<file path="src/rtl/spi_frame_sequencer.sv">
// Sends a 0..9999 display value as a two-byte SPI frame (value/100, value%100)
// by sequencing an 8-bit SPI master: slave select, start pulses, gap and done handshake.
module spi_frame_sequencer #(
    parameter int SS_SETUP   = 4,
    parameter int GAP_CYCLES = 8,
    parameter int SS_HOLD    = 4,
    parameter int TIMEOUT    = 4096
) (
    input  logic        clk,
    input  logic        reset,
    input  logic [13:0] value,
    input  logic        send,
    output logic        spi_start,
    output logic [7:0]  spi_tx_data,
    input  logic        spi_done,
    output logic        ssn,
    output logic        busy,
    output logic        frame_done,
    output logic        timeout_err
);

    typedef enum logic [3:0] {
        S_IDLE,
        S_SPLIT,
        S_SS_SETUP,
        S_START_HI,
        S_WAIT_HI,
        S_GAP,
        S_START_LO,
        S_WAIT_LO,
        S_SS_HOLD
    } state_t;

    localparam logic [13:0] MAX_VAL    = 14'd9999;
    localparam logic [13:0] DIVISOR    = 14'd100;
    localparam logic [15:0] SETUP_LAST = 16'(SS_SETUP - 1);
    localparam logic [15:0] GAP_LAST   = 16'((GAP_CYCLES > 0) ? GAP_CYCLES - 1 : 0);
    localparam logic [15:0] HOLD_LAST  = 16'(SS_HOLD - 1);
    localparam logic [31:0] WAIT_LAST  = 32'((TIMEOUT > 0) ? TIMEOUT - 1 : 0);
    localparam bit          TO_EN      = (TIMEOUT != 0);

    state_t      state_q;
    logic [13:0] rem_q;
    logic [6:0]  hi_q;
    logic [15:0] cnt_q;
    logic [31:0] wait_q;
    logic        spi_start_q;
    logic [7:0]  spi_tx_data_q;
    logic        ssn_q;
    logic        busy_q;
    logic        frame_done_q;
    logic        timeout_err_q;

    logic [13:0] value_sat_d;
    logic        wait_expired_d;

    always_comb begin
        value_sat_d    = (value > MAX_VAL) ? MAX_VAL : value;
        // Expiry is evaluated on the last allowed wait cycle; spi_done has priority.
        wait_expired_d = TO_EN && (wait_q == WAIT_LAST);
    end

    always_ff @(posedge clk) begin
        if (reset) begin
            state_q       <= S_IDLE;
            rem_q         <= '0;
            hi_q          <= '0;
            cnt_q         <= '0;
            wait_q        <= '0;
            spi_start_q   <= 1'b0;
            spi_tx_data_q <= '0;
            ssn_q         <= 1'b1;
            busy_q        <= 1'b0;
            frame_done_q  <= 1'b0;
            timeout_err_q <= 1'b0;
        end else begin
            spi_start_q   <= 1'b0;
            frame_done_q  <= 1'b0;
            timeout_err_q <= 1'b0;
            case (state_q)
                S_IDLE: begin
                    if (send) begin
                        rem_q   <= value_sat_d;
                        hi_q    <= '0;
                        busy_q  <= 1'b1;
                        state_q <= S_SPLIT;
                    end
                end
                S_SPLIT: begin
                    if (rem_q >= DIVISOR) begin
                        rem_q <= rem_q - DIVISOR;
                        hi_q  <= hi_q + 7'd1;
                    end else begin
                        ssn_q   <= 1'b0;
                        cnt_q   <= '0;
                        state_q <= S_SS_SETUP;
                    end
                end
                S_SS_SETUP: begin
                    if (cnt_q == SETUP_LAST) begin
                        spi_start_q   <= 1'b1;
                        spi_tx_data_q <= {1'b0, hi_q};
                        state_q       <= S_START_HI;
                    end else begin
                        cnt_q <= cnt_q + 16'd1;
                    end
                end
                S_START_HI: begin
                    wait_q  <= '0;
                    state_q <= S_WAIT_HI;
                end
                S_WAIT_HI: begin
                    if (spi_done) begin
                        if (GAP_CYCLES == 0) begin
                            spi_start_q   <= 1'b1;
                            spi_tx_data_q <= {1'b0, rem_q[6:0]};
                            state_q       <= S_START_LO;
                        end else begin
                            cnt_q   <= '0;
                            state_q <= S_GAP;
                        end
                    end else if (wait_expired_d) begin
                        ssn_q         <= 1'b1;
                        busy_q        <= 1'b0;
                        timeout_err_q <= 1'b1;
                        state_q       <= S_IDLE;
                    end else begin
                        wait_q <= wait_q + 32'd1;
                    end
                end
                S_GAP: begin
                    if (cnt_q == GAP_LAST) begin
                        spi_start_q   <= 1'b1;
                        spi_tx_data_q <= {1'b0, rem_q[6:0]};
                        state_q       <= S_START_LO;
                    end else begin
                        cnt_q <= cnt_q + 16'd1;
                    end
                end
                S_START_LO: begin
                    wait_q  <= '0;
                    state_q <= S_WAIT_LO;
                end
                S_WAIT_LO: begin
                    if (spi_done) begin
                        cnt_q   <= '0;
                        state_q <= S_SS_HOLD;
                    end else if (wait_expired_d) begin
                        ssn_q         <= 1'b1;
                        busy_q        <= 1'b0;
                        timeout_err_q <= 1'b1;
                        state_q       <= S_IDLE;
                    end else begin
                        wait_q <= wait_q + 32'd1;
                    end
                end
                S_SS_HOLD: begin
                    if (cnt_q == HOLD_LAST) begin
                        ssn_q        <= 1'b1;
                        busy_q       <= 1'b0;
                        frame_done_q <= 1'b1;
                        state_q      <= S_IDLE;
                    end else begin
                        cnt_q <= cnt_q + 16'd1;
                    end
                end
                default: begin
                    ssn_q   <= 1'b1;
                    busy_q  <= 1'b0;
                    state_q <= S_IDLE;
                end
            endcase
        end
    end

    assign spi_start   = spi_start_q;
    assign spi_tx_data = spi_tx_data_q;
    assign ssn         = ssn_q;
    assign busy        = busy_q;
    assign frame_done  = frame_done_q;
    assign timeout_err = timeout_err_q;

endmodule

</file>
<file path="config.mk">
export PLATFORM = sky130hd
export DESIGN_NAME = spi_frame_sequencer
export DESIGN_NICKNAME = d
export VERILOG_FILES = /design/src/rtl/spi_frame_sequencer.sv
export SDC_FILE = /design/constraint.sdc
export NUM_CORES = 1
export LEC_CHECK = 0
export CAP_MARGIN = 20
export CORE_UTILIZATION = 50
export CTS_CLUSTER_DIAMETER = 50
export DETAILED_ROUTE_END_ITERATION = 8
export PLACE_DENSITY = 0.78
export SYNTH_ARGS = -nofsm -noshare
export SYNTH_HDL_FRONTEND = slang
export SYNTH_SLANG_ARGS = --single-unit
</file>
<file path="constraint.sdc">
create_clock -name clk -period 2.6 [get_ports clk]
set_input_delay 0.26 -clock clk [delete_from_list [all_inputs] [get_ports clk]]
set_output_delay 0.26 -clock clk [all_outputs]
set_load 0.03 [all_outputs]
</file>
==> flow_metrics.env <==
export IMPL_status="finished clean"
export IMPL_syn_nets=609
export IMPL_viasPerCell=6.195
export IMPL_fin_crit_ns=2.350
export IMPL_core_area_sq_mm=0.008848
export IMPL_syn_area_sq_mm=0.004648
export IMPL_met3_usage_pct=3.191
export IMPL_die_w_um=98.42
export IMPL_dieArea_sq_mm=0.009686
export IMPL_dp_cells=707
export IMPL_max_cap_violations=0
export IMPL_synth_flop_cell="dfxtp_1"
export IMPL_dp_hpwl_um=7636
export IMPL_grt_pass1_vias=4116
export IMPL_drc=0
export IMPL_hold_path_class="input port to register"
export IMPL_worst_ep_required_time_ns=2.85
export IMPL_diodes=0
export IMPL_synthTopCellsByArea="dfxtp_1, nor2_1, nand2_1"
export IMPL_crit_start="cnt_q[0]$_SDFFE_PP0P_"
export IMPL_final_setup_tns_ns=0
export IMPL_endpoint="cnt_q[9]$_SDFFE_PP0P_"
export IMPL_placed_cell_area_sq_mm=0.005070
export IMPL_rr_endpoint="cnt_q[9]$_SDFFE_PP0P_"
export IMPL_crit_cells=8
export IMPL_synth_area_per_cell_sq_um=7.932
export IMPL_antenna_left=0
export IMPL_path_buf_inv=1
export IMPL_clock_root_buffer="clkbuf_8"
export IMPL_syn_to_final_growth_pct=14.16
export IMPL_cts_max_path_buffers=2
export IMPL_grt_max_degree=32
export IMPL_final_common_cell="dfxtp_1"
export IMPL_grt_use_met2_pct=39.49
export IMPL_arrival_ns=2.60
export IMPL_routedWlPerCell_um=15.14
export IMPL_cts_htree_levels=3
export IMPL_finish_instance_area_sq_mm=0.005306
export IMPL_antenna_found_initial=0
export IMPL_crit_type="register to register"
export IMPL_cpMaxStageDelayCell="dfxtp_1"
export IMPL_hold_viol=0
export IMPL_clock_sinks=85
export IMPL_reg2reg_depth=8
export IMPL_slew_violations=0
export IMPL_ys_types=62
export IMPL_critPathMaxStageDelay_ns=0.42
export IMPL_drt_iter0_drc=299
export IMPL_grt_use_total_pct=23.56
export IMPL_dieHeight_um=98.42
export IMPL_num_rows=34
export IMPL_vias=4479
export IMPL_crit_path_max_fanout=6
export IMPL_first_pass_iters=7
export IMPL_final_cell_mix="dfxtp_1, nor2_1, nand2_1"
export IMPL_nNetsFinal=633
export IMPL_wirelength_um=10940
export IMPL_regToRegSetupSlack_ns=0.25
export IMPL_finalSetupViolations=0
export IMPL_fillers=819
export IMPL_crit_chain="ha_1, nor4b_1, nand4_1, o2bb2ai_1, buf_4, and2_1, a211o_1, o41ai_1"
export IMPL_cp_start_kind="register"
export IMPL_power_density_mw_per_mm2=748.4
export IMPL_syn_inst=586
export IMPL_grt_first_pass_wirelength_um=18840
export IMPL_yosysTopAreaCell="dfxtp_1"
export IMPL_cts_buffers=9
export IMPL_cp_end_kind="register"
export IMPL_synth_async_reset_ratio_pct=0
export IMPL_grt_most_used_layer="met2"
export IMPL_io_pins=31
export IMPL_worstMarginPinSlew_ns=0.6549
export IMPL_grtUsageMet1_pct=30.59
export IMPL_synth_seq_cells=85
export IMPL_clk_pin_slew_ns=0.09
export IMPL_insertion_delay_ns=0.36
export IMPL_power_leakage_nw=1.766
export IMPL_port_buffers=29
export IMPL_fin_cells=723
export IMPL_start_util_pct=52.53
export IMPL_synth_seq_area_share_pct=36.61
export IMPL_finClkSkew_ns=0.01478
export IMPL_cts_tree="built"
export IMPL_critPathTopFamily="simple AND/OR/NAND/NOR gates"
export IMPL_synth_edf_count=0
export IMPL_r2r_start="cnt_q[0]$_SDFFE_PP0P_"
export IMPL_max_vdd_ir_drop_mv=0.4565
export IMPL_gr_total_overflow=0
export IMPL_synth_top_area_share_pct=36.61
export IMPL_whs_ns=0.3432
export IMPL_place_congestion=0.8980
export IMPL_drive_gt1_share_pct=8.455
export IMPL_rsz0062_at_grt="false"
export IMPL_post_cts_repair_setup_buffers=0
export IMPL_yosysWarnings=0
export IMPL_maxSlewHeadroom_pct=56.05
export IMPL_clock_fmax_ghz=0.4255
export IMPL_period_share_pct=90.39
-- power by group --
group | switching, mW | leakage, nW | internal, mW
combinational | 0.768 | 0.968 | 0.528
sequential | 0.167 | 0.689 | 1.43
clock | 0.507 | 0.110 | 0.574
total | 1.44 | 1.77 | 2.53
-- state kept, by name, indices dropped and copies added (netlist names) --
signal       flops
hi_q             7
spi_start        1
spi_tx_data      7
state_q          4
timeout_err      1
busy             1
cnt_q           16
ssn              1
wait_q          32
rem_q           14
frame_done       1
-- kinds of logic after synthesis --
kind of cell    count (synthesis)  synth area share, %
compound gates                137                19.46
xor+xnor                       20                3.769
other cells                     1              0.08068
mux                            14                3.122
simple gates                  272                30.98
flops                          85                36.61
buf+inv                        51                4.414
fa+ha+maj                       6                1.561
-- area by class of cell --
| class | count | area [sq um] | area share, % |
|---|---|---|---|
| tap | 108 | 135.1 | 2.547 |
| inverter | 15 | 56.30 | 1.061 |
| clock inverter | 6 | 92.59 | 1.745 |
| sequential | 85 | 1703 | 32.09 |
| multi-input combinational | 450 | 2746 | 51.76 |
| clock buffer | 10 | 137.6 | 2.594 |
| timing repair buffer | 49 | 435.4 | 8.206 |
-- stage by stage --
stage	power [mW]	setup slack (ns)	utilization, %
2_1_floorplan	2.538	0.3902	-
3_3_place_gp	2.856	0.2707	57.30
3_5_place_dp	2.893	0.1901	57.30
4_1_cts	3.975	0.1508	59.90
5_1_grt	4.225	0.003353	59.97
6_report	3.971	0.2500	59.97
-- metal layers --
layer	up-vias	wire length [um]
met5	-	0
met4	0	213
met3	22	461
met2	127	5271
met1	2101	4997
li1	2229	-
-- synth_stat cells, types with 2 or more instances --
cell	number
a211o_1	3
a211oi_1	4
a21o_1	2
a21oi_1	35
a221oi_1	3
a311oi_1	2
a31oi_1	4
a41oi_1	4
and2_1	5
and3_1	10
and4_1	4
buf_2	8
clkbuf_1	26
dfxtp_1	85
ha_1	5
inv_1	15
mux2_2	4
mux2i_1	10
nand2_1	52
nand2b_1	6
nand3_1	28
nand3b_1	3
nand4_1	19
nand4b_1	2
nor2_1	56
nor2b_1	5
nor3_1	25
nor4_1	13
nor4b_1	3
o211ai_1	12
o21a_1	3
o21ai_0	31
o21ai_1	2
o311ai_0	6
o31a_1	3
o31ai_1	9
o32a_1	2
o32ai_1	3
o41ai_1	2
or2_2	5
or3_1	16
or4_1	13
xnor2_1	11
xor2_1	9
-- repair_timing --
item                       in CTS  in global routing
hold buffers                    0                  0
setup endpoints to repair       0                  6
resized for setup               0                  2
-- worst min path at each step --
stage                      from                     endpoint  slack (ns)  cells after the start
5_1_grt                   reset  spi_tx_data[2]$_SDFFE_PP0P_        0.34                      2
3_3_place_gp   ssn$_SDFFE_PP1P_             ssn$_SDFFE_PP1P_        0.45                      1
4_1_cts                   reset  spi_tx_data[2]$_SDFFE_PP0P_        0.32                      2
3_5_place_dp   ssn$_SDFFE_PP1P_             ssn$_SDFFE_PP1P_        0.45                      1
6_report                  reset  spi_tx_data[2]$_SDFFE_PP0P_        0.34                      2
2_1_floorplan              send            busy$_SDFFE_PP0P_        0.45                      2
No activity file was read; power rests on OpenSTA's default activity.
